### src/rtl/if_stage.sv
// Instruction fetch stage: one outstanding imem request, single-entry buffer to decode.
// Optional IF_MISALIGN_CHECK_EN turns a misaligned PC into a faulting NOP instead of a request.
module if_stage #(
    parameter int XLEN = 32
) (
    input  logic            clk,
    input  logic            rst,
    input  logic [XLEN-1:0] pc_now,
    output logic            pc_reg_en,
    input  logic            flush,
    output logic            imem_req_valid,
    input  logic            imem_req_ready,
    output logic [XLEN-1:0] imem_req_addr,
    input  logic            imem_resp_valid,
    input  logic [31:0]     imem_resp_data,
    output logic            id_valid,
    input  logic            id_ready,
    output logic [31:0]     id_inst,
    output logic [XLEN-1:0] id_pc,
    output logic            id_fault
);

    localparam logic [31:0] NOP = 32'h0000_0013;

    typedef enum logic [2:0] {
        IDLE,
        REQ,
        WAIT,
        DRAIN,
        FULL
    } state_t;

    state_t          state;
    state_t          state_nx;
    logic            misalign;
    logic            req_hs;
    logic            id_hs;
    logic [31:0]     inst_q;
    logic [XLEN-1:0] pc_q;

`ifdef IF_MISALIGN_CHECK_EN
    assign misalign = (pc_now[1:0] != 2'b00);
`else
    assign misalign = 1'b0;
`endif

    assign imem_req_valid = !rst && (state == REQ) && !misalign;
    assign imem_req_addr  = pc_now;
    assign req_hs         = imem_req_valid && imem_req_ready;

    // No decode handshake may coincide with a flush, so pc_reg_en pulses once.
    assign id_valid  = !rst && (state == FULL) && !flush;
    assign id_hs     = id_valid && id_ready;
    assign pc_reg_en = !rst && (id_hs || flush);

    assign id_inst = inst_q;
    assign id_pc   = pc_q;

    always_comb begin
        state_nx = state;
        unique case (state)
            IDLE: begin
                if (!flush) state_nx = REQ;
            end
            REQ: begin
                if (misalign) state_nx = flush ? IDLE : FULL;
                else if (req_hs) state_nx = flush ? DRAIN : WAIT;
                else if (flush) state_nx = IDLE;
            end
            WAIT: begin
                if (imem_resp_valid) state_nx = flush ? IDLE : FULL;
                else if (flush) state_nx = DRAIN;
            end
            DRAIN: begin
                if (imem_resp_valid) state_nx = IDLE;
            end
            FULL: begin
                if (flush) state_nx = IDLE;
                else if (id_hs) state_nx = REQ;
            end
            default: state_nx = IDLE;
        endcase
    end

    always_ff @(posedge clk) begin
        if (rst) begin
            state  <= IDLE;
            inst_q <= NOP;
            pc_q   <= '0;
        end else begin
            state <= state_nx;
            if (req_hs) pc_q <= pc_now;
            if ((state == WAIT) && imem_resp_valid && !flush) begin
                inst_q <= imem_resp_data;
            end
            if ((state == REQ) && misalign && !flush) begin
                pc_q   <= pc_now;
                inst_q <= NOP;
            end
        end
    end

`ifdef IF_MISALIGN_CHECK_EN
    logic fault_q;

    always_ff @(posedge clk) begin
        if (rst) begin
            fault_q <= 1'b0;
        end else if ((state == REQ) && misalign && !flush) begin
            fault_q <= 1'b1;
        end else if ((state == FULL) && (state_nx != FULL)) begin
            fault_q <= 1'b0;
        end
    end

    assign id_fault = fault_q;
`else
    assign id_fault = 1'b0;
`endif

endmodule
### config.mk
export PLATFORM = sky130hd
export DESIGN_NAME = if_stage
export DESIGN_NICKNAME = d
export VERILOG_FILES = /design/src/rtl/if_stage.sv
export SDC_FILE = /design/constraint.sdc
export NUM_CORES = 1
export LEC_CHECK = 0
export CORE_MARGIN = 3
export CORE_UTILIZATION = 40
export CTS_CLUSTER_SIZE = 16
export DETAILED_ROUTE_END_ITERATION = 10
export HOLD_SLACK_MARGIN = 0.05
export PLACE_DENSITY_LB_ADDON = 0.25
export SYNTH_ARGS = -nofsm -noshare
export SYNTH_HDL_FRONTEND = slang
export SYNTH_SLANG_ARGS = --single-unit
### constraint.sdc
create_clock -name clk -period 3.15 [get_ports clk]
set_input_delay 0.315 -clock clk [delete_from_list [all_inputs] [get_ports clk]]
set_output_delay 0.315 -clock clk [all_outputs]
set_load 0.01 [all_outputs]
==> results of run 1 <==
## metrics by stage
step / hold WS (ps) / cell area, um2 / util (%) / worst slack, ps / power [W]
6_report: 452 / 4340 / 67.2 / 802 / 0.00186
5_1_grt: 470 / 4340 / 67.2 / 676 / 0.00194
4_1_cts: 455 / 4340 / 67.2 / 810 / 0.00188
3_5_place_dp: 446 / 4170 / 64.5 / 730 / 0.00122
3_3_place_gp: 440 / 4170 / 64.5 / 775 / 0.00122
2_1_floorplan: 414 / 2720 / - / 1630 / 0.00104
## registers in the layout, summed over array words and instances (netlist names)
| signal | flops |
|---|---|
| id_inst | 32 |
| id_pc | 32 |
| state | 3 |
## critical path, delay by kind of cell (launching register included)
kind	cells	cell delay (ps)
buf+inv	1	620
simple gates	2	560
flops	1	520
## cell usage after synthesis (all sizes together)
master / count
buf: 50
o311ai: 2
nor4b: 2
nand2: 130
nor2: 2
nor4: 1
a31oi: 1
nand3: 35
o21ai: 1
a211oi: 2
mux2: 1
conb: 1
and2: 1
a221oi: 1
clkbuf: 6
or4: 1
nor3: 1
dfxtp: 67
nand2b: 1
or4b: 1
nand3b: 1
inv: 3
nor2b: 2
a21oi: 31
## power groups by stage
stage	Clock [W]	Sequential, W	Combinational (W)
after CTS	0.000678	0.000898	0.000305
after global placement	0	0.000915	0.000302
final	0.000658	0.000898	0.000302
after detailed placement	0	0.000917	0.000303
after floorplan	0	0.000925	0.000115
after global routing	0.000710	0.000902	0.000327
## routing by layer
layer | vias to the layer above | routed length [um] | GRT usage [%] | share of wire, %
met4 | 0 | 51 | 7.97 | 0.68
met5 | - | 0 | 0 | 0
li1 | 1332 | - | - | -
met2 | 108 | 3580 | 30.7 | 48
met3 | 4 | 757 | 7.64 | 10
met1 | 1189 | 3150 | 21.6 | 42
## path summary, 6_finish.rpt
kind | startpoint | to | slack, ps | cells past startpoint
worst max-delay path | state[2] | id_valid | 800 | 3
worst min-delay path | id_pc[24] | id_pc[24] | 450 | 2
worst max register to register | state[1] | id_inst[4] | 1180 | 4
worst min register to register | id_pc[24] | id_pc[24] | 450 | 2
## cell type report
type | instances | area share [%]
clock inverter | 3 | 0.922
tap | 77 | 2.22
sequential | 67 | 30.9
inverter | 3 | 0.259
multi-input combinational | 218 | 23.0
timing repair buffer | 173 | 39.6
clock buffer | 12 | 3.11
## kinds of logic after synthesis
logic type	count (synthesis)	share of synthesized area, %
other cells	1	0.138
flops	67	49.4
buf+inv	59	14.1
simple gates	178	28.2
mux	1	0.415
compound gates	38	7.79
==> qor_table.md, run 1 <==
| Step | Metric | Reported |
|---|---|---|
| outcome | Result of the run | complete, no violations |
| route | Iter 0 DRT Violations | 114 |
| clock network | TritonCTS clock tree | done |
| route | Final Routed Wirelength | 7.53 mm |
| logic synthesis | Synth top area share | 49.4% |
| timing | Final setup violation count | 0 |
| timing | Minimum clock period | 2350 ps |
| place | Port-buffer cells | 168 |
| logic synthesis | Yosys cell types | 31 |
| worst setup path | Path type of the worst setup path | flip-flop to primary output |
| worst setup path | Critical path data required time | 2830 ps |
| cells and area | # nets final | 542 |
| floorplanning | Initial cell density of the core | 42.0% |
| pwr | Sw Ratio | 23.6% |
| worst setup path | Peak fanout along the critical path | 8 |
| pwr | Switching component of the power | 0.000438 W |
| clock network | Hold-fix buffers at CTS | 0 |
| place | Number of placed instances with taps included | 538 |
| cells and area | Filler cell count | 550 |
| clock network | Master cell of the clock root buffer | sky130_fd_sc_hd__clkbuf_8 |
| pwr | Internal Power | 0.00142 W |
| logic synthesis | Flops & latches, synth | 67 |
| clock network | Setup fix buffers added after clock tree synthesis | 0 |
| floorplanning | Core region area | 6460 um2 |
| logic synthesis | Warning count from the yosys run | 0 |
| floorplanning | Cell Rows | 29 |
| route | DRC Markers | 0 |
| timing | Ratio of final minimum period to clock period | 74.5% |
| route | Vias per Instance | 4.76 |
| cells and area | Most common library cell in the layout ignoring fill and taps | sky130_fd_sc_hd__clkdlybuf4s50_1 |
| clock network | Clock buffers created by TritonCTS | 9 |
| logic synthesis | Post-Synthesis Cells | 344 |
| cells and area | Commonest cells after routing, fill and taps aside | 168 x sky130_fd_sc_hd__clkdlybuf4s50_1, 129 x sky130_fd_sc_hd__nand2_1, 67 x sky130_fd_sc_hd__dfxtp_1 |
| hold path | Min-Delay Path Class | flip-flop to flip-flop |
| pwr | Flop pwr share | 48.3% |
| global route | GRT Residual Overflow | 0 |
| timing | Slew Limit Fails | 0 |
| place | Weighted congestion at the end of routability-driven global placement | 0.710 |
| logic synthesis | Synth top area cells | sky130_fd_sc_hd__dfxtp_1 49%, sky130_fd_sc_hd__nand2_1 18%, sky130_fd_sc_hd__buf_4 9.4% |
| clock network | CTS Buffer Depth | 2 |
| logic synthesis | Syn_nets | 414 |
| pwr | LEAKAGE | 1.68 nW |
| route | Drt pass-1 iters | 4 |
| global route | Overall track demand over capacity in global routing | 18.7% |
| logic synthesis | Leading area contributor after synthesis | sky130_fd_sc_hd__dfxtp_1 |
| worst setup path | Slowest stage cell on the critical path | sky130_fd_sc_hd__clkdlybuf4s50_1 |
| worst setup path | CP Cell Sequence | nor2b_1 > nor4b_1 > clkdlybuf4s50_1 |
| pwr | Worst VDD drop | 0.285 mV |
| logic synthesis | Mapped Area | 2720 um2 |
| timing | Setup clock skew after layout | 5.97 ps |
| global route | Via count of the first global-routing pass | 2526 |
| cells and area | Fraction of layout instances using a drive strength above 1 | 4.83% |
| clock network | Total number of clock tree sinks | 67 |
| floorplanning | Die Y-Extent | 88.4 um |
| cells and area | Number of antenna repair diodes | 0 |
| logic synthesis | Average cell area after synthesis | 7.89 um2 |
| timing | Slew HR | 29.5% |
| job | Maximum capacitance violations | 0 |
| clock network | CTS resizes | 0 |
| floorplanning | I/O pin cnt | 170 |
| floorplanning | Die X | 88.4 um |
| place | Estimated wirelength of the detail-placed design | 5.57 mm |
| global route | Global-route wire length before repair | 11.4 mm |
| pwr | PD cells | 428 nW/um2 |
| global route | Initial antenna violation count | 0 |
| clock network | Deepest level of the CTS H-tree | 3 |
| clock network | Clock slew at reported path FFs | 70 ps |
| timing | Final Hold Violating Endpoints | 0 |
| pwr | Part of the total power dissipated in the clock network | 35.4% |
| worst setup path | Startpoint Class | flip-flop |
| cells and area | P&R area growth vs syn | 60.0% |
| cells and area | Sequential standard cell area | 1340 um2 |
| pwr | Relative contribution of combinational cells to total power | 16.3% |
| route | Total via count after detailed routing | 2633 |
| timing | Achievable clock frequency | 426 MHz |
| timing | Fin Setup TNS | 0 ps |
| cells and area | Non-filler cells, final | 553 |
| clock network | Skew-Pair Late Insertion Delay | 330 ps |
| worst setup path | Data arrival time of the critical path | 2030 ps |
| logic synthesis | Share of synthesized area occupied by flip-flops and latches | 49.4% |
| route | Count of nets left with antenna violations after detail routing | 0 |
| cells and area | Area of combinational cells with multiple inputs | 1000 um2 |
| route | Final routed wire length divided by cell count | 13.6 um |
| global route | Largest net degree at the start of global routing | 36 |
| timing | Setup repair after global routing missed its margin | no |
| timing | Transition time at the pin with the least slew margin | 1060 ps |
| worst setup path | Crit path capture type | primary output |
| worst setup path | Delay of the slowest cell on the worst path | 620 ps |
| floorplanning | Floorplan die area | 7810 um2 |
No activity file was read; power rests on OpenSTA's default activity.
==> run 2: changes to the inputs <==
Settings changed: CORE_UTILIZATION 40 to 37.
Clock period 3.15 ns to 2.3 ns, I/O delays scaled along.
==> run 2 against run 1 <==
  * Non-clock buffer count increased by 2
  * Largest cell class unchanged
  * Sequential power up 37%
  * Core utilization is 3.9 points lower
  * Routed wire length increased by 0.74%
  * Register-to-register slack got worse by 550 ps
  * Cell area is 1.3% higher
  * Total power grew 39%
  * Via count grew 0.57%
  * Sequential share of layout area down 0.38 points
  * Worst hold slack got worse by 7.0 ps
==> qor_table.md, run 2 (synthesized netlist as in run 1, its figures left out) <==
| Step | Metric | Reported | vs previous |
|---|---|---|---|
| worst setup path | Critical path data required time | 2070 ps | was 2830 ps |
| place | Estimated wirelength of the detail-placed design | 5.50 mm | was 5.57 mm |
| cells and area | Filler cell count | 591 | was 550 |
| route | Final Routed Wirelength | 7.59 mm | was 7.53 mm |
| hold path | WHS Endpoint | id_inst[31] | was id_pc[24] |
| timing | Final setup violation count | 0 | unchanged |
| floorplanning | Floorplan die area | 8400 um2 | was 7810 um2 |
| global route | Largest net degree at the start of global routing | 37 | was 36 |
| worst setup path | Path type of the worst setup path | flip-flop to primary output | unchanged |
| global route | Via count of the first global-routing pass | 2563 | was 2526 |
| pwr | Sw Ratio | 24.5% | was 23.6% |
| pwr | Switching component of the power | 0.000632 W | was 0.000438 W |
| timing | Ratio of final minimum period to clock period | 92.0% |  |
| floorplanning | Initial cell density of the core | 39.1% | was 42.0% |
| job | Maximum capacitance violations | 0 | unchanged |
| cells and area | Most common library cell in the layout ignoring fill and taps | sky130_fd_sc_hd__clkdlybuf4s50_1 | unchanged |
| clock network | Clock slew at reported path FFs | 70 ps | about the same |
| route | Count of nets left with antenna violations after detail routing | 0 | unchanged |
| worst setup path | Slack of the worst reg-to-reg path | 630 ps | was 1180 ps |
| floorplanning | Die X | 91.7 um | was 88.4 um |
| pwr | PD cells | 587 nW/um2 | was 428 nW/um2 |
| timing | Slew Limit Fails | 0 | unchanged |
| route | Final routed wire length divided by cell count | 13.2 um | was 13.6 um |
| hold path | Min-Delay Path Class | input pin to flip-flop | was flip-flop to flip-flop |
| pwr | Relative contribution of combinational cells to total power | 16.1% | was 16.3% |
| worst setup path | Worst reg2reg startpoint | state[0] | was state[1] |
| clock network | CTS Buffer Depth | 2 | unchanged |
| floorplanning | Cell Rows | 30 | was 29 |
| timing | Setup clock skew after layout | 4.47 ps | was 5.97 ps |
| cells and area | Commonest cells after routing, fill and taps aside | 168 x sky130_fd_sc_hd__clkdlybuf4s50_1, 129 x sky130_fd_sc_hd__nand2_1, 66 x sky130_fd_sc_hd__dfxtp_1 | was 168 x sky130_fd_sc_hd__clkdlybuf4s50_1, 129 x sky130_fd_sc_hd__nand2_1, 67 x sky130_fd_sc_hd__dfxtp_1 |
| clock network | Clock buffers created by TritonCTS | 9 | unchanged |
| clock network | Master cell of the clock root buffer | sky130_fd_sc_hd__clkbuf_8 | unchanged |
| route | Total via count after detailed routing | 2648 | was 2633 |
| worst setup path | Data arrival time of the critical path | 1890 ps | was 2030 ps |
| outcome | Result of the run | complete, no violations | unchanged |
| worst setup path | Worst reg2reg endpoint | id_pc[7] | was id_inst[4] |
| route | Iter 0 DRT Violations | 85 | was 114 |
| pwr | Internal Power | 0.00195 W | was 0.00142 W |
| hold path | Launch point of the worst hold path | imem_resp_data[31] | was id_pc[24] |
| route | DRC Markers | 0 | unchanged |
| clock network | Total number of clock tree sinks | 67 | unchanged |
| place | Weighted congestion at the end of routability-driven global placement | 0.778 | was 0.710 |
| timing | Setup repair after global routing missed its margin | no | unchanged |
| route | Drt pass-1 iters | 4 | unchanged |
| route | Vias per Instance | 4.61 | was 4.76 |
| clock network | Skew-Pair Late Insertion Delay | 330 ps | about the same |
| worst setup path | Peak fanout along the critical path | 8 | unchanged |
| global route | Initial antenna violation count | 0 | unchanged |
| timing | Fin Setup TNS | 0 ps | unchanged |
| timing | Final Hold Violating Endpoints | 0 | unchanged |
| clock network | Deepest level of the CTS H-tree | 3 | unchanged |
| floorplanning | Die Y-Extent | 91.7 um | was 88.4 um |
| cells and area | # nets final | 544 | was 542 |
| global route | Overall track demand over capacity in global routing | 17.9% | was 18.7% |
| clock network | Hold-fix buffers at CTS | 0 | unchanged |
| pwr | Post-layout total power | 0.00258 W | was 0.00186 W |
| worst setup path | Crit path capture type | primary output | unchanged |
| hold path | Hold Path Depth | 3 | was 2 |
| worst setup path | Cell depth of the worst flop-to-flop path | 5 | was 4 |
| cells and area | Number of antenna repair diodes | 0 | unchanged |
| timing | Minimum clock period | 2120 ps |  |
| floorplanning | I/O pin cnt | 170 | unchanged |
| global route | Global-route wire length before repair | 12.3 mm | was 11.4 mm |
| clock network | TritonCTS clock tree | done | unchanged |
| place | Port-buffer cells | 168 | unchanged |
| pwr | LEAKAGE | 1.70 nW | was 1.68 nW |
| global route | GRT Residual Overflow | 0 | unchanged |
| cells and area | P&R area growth vs syn | 62.1% | was 60.0% |
| floorplanning | Core region area | 6940 um2 | was 6460 um2 |
| timing | Achievable clock frequency | 473 MHz |  |
| cells and area | Fraction of layout instances using a drive strength above 1 | 6.26% | was 4.83% |
| pwr | Part of the total power dissipated in the clock network | 36.3% | was 35.4% |
| pwr | Worst VDD drop | 0.393 mV | was 0.285 mV |
| pwr | Flop pwr share | 47.6% | was 48.3% |
| worst setup path | Startpoint Class | flip-flop | unchanged |
-- run 2: layout make-up --
| cell class | instances | area [um2] | area share [%] |
|---|---|---|---|
| inverter | 3 | 11.3 | 0.256 |
| sequential | 67 | 1340 | 30.5 |
| multi-input combinational | 218 | 1000 | 22.7 |
| clock inverter | 7 | 68.8 | 1.56 |
| clock buffer | 9 | 124 | 2.81 |
| tap | 96 | 120 | 2.73 |
| timing repair buffer | 175 | 1730 | 39.4 |
-- run 2: layer usage --
layer	vias up	global-route usage, %	part of all wire, %
met4	0	6.28	1.3
met2	103	30.7	49
li1	1341	-	-
met5	-	0	0
met1	1195	20.9	42
met3	9	5.74	6.8
-- run 2: through the flow --
step / instance area (um2) / utilization [%] / hold WS [ps] / cells / worst slack [ps]
after CTS: 4400 / 63.4 / 429 / 575 / 50.2
final: 4400 / 63.4 / 445 / 575 / 184
after detailed placement: 4210 / 60.6 / 446 / 559 / 247
after global placement: 4210 / 60.6 / 440 / 559 / 300
after floorplan: 2720 / - / 329 / 344 / 835
after global routing: 4400 / 63.4 / 438 / 575 / 47.4
-- run 2: power by group through the flow --
stage	clock network, W	logic [W]	registers [W]
after floorplan	0	0.000158	0.00127
after global placement	0	0.000413	0.00125
after detailed placement	0	0.000417	0.00126
after CTS	0.000969	0.000420	0.00123
after global routing	0.00102	0.000446	0.00124
final	0.000937	0.000415	0.00123
-- run 2: how the worst max path moves through the flow --
| stage | slack (ps) | depth (start not counted) | from | end |
|---|---|---|---|---|
| 2_1_floorplan | 830 | 6 | state[0] | id_inst[0] |
| 3_3_place_gp | 300 | 3 | rst | imem_req_valid |
| 3_5_place_dp | 250 | 3 | rst | imem_req_valid |
| 4_1_cts | 50 | 3 | state[2] | id_valid |
| 5_1_grt | 50 | 3 | state[2] | id_valid |
| 6_report | 180 | 3 | state[2] | id_valid |
-- run 2: critical path: stages, from the launching register on --
cell and delay, ps:
sky130_fd_sc_hd__dfxtp_2 430, sky130_fd_sc_hd__nor2b_1 220, sky130_fd_sc_hd__nor4b_1 290, sky130_fd_sc_hd__clkdlybuf4s50_1 610
-- run 2: repair_timing --
item	in CTS	in global routing
buffers inserted	0	0
gates resized for setup	0	1
setup endpoints to repair	0	1
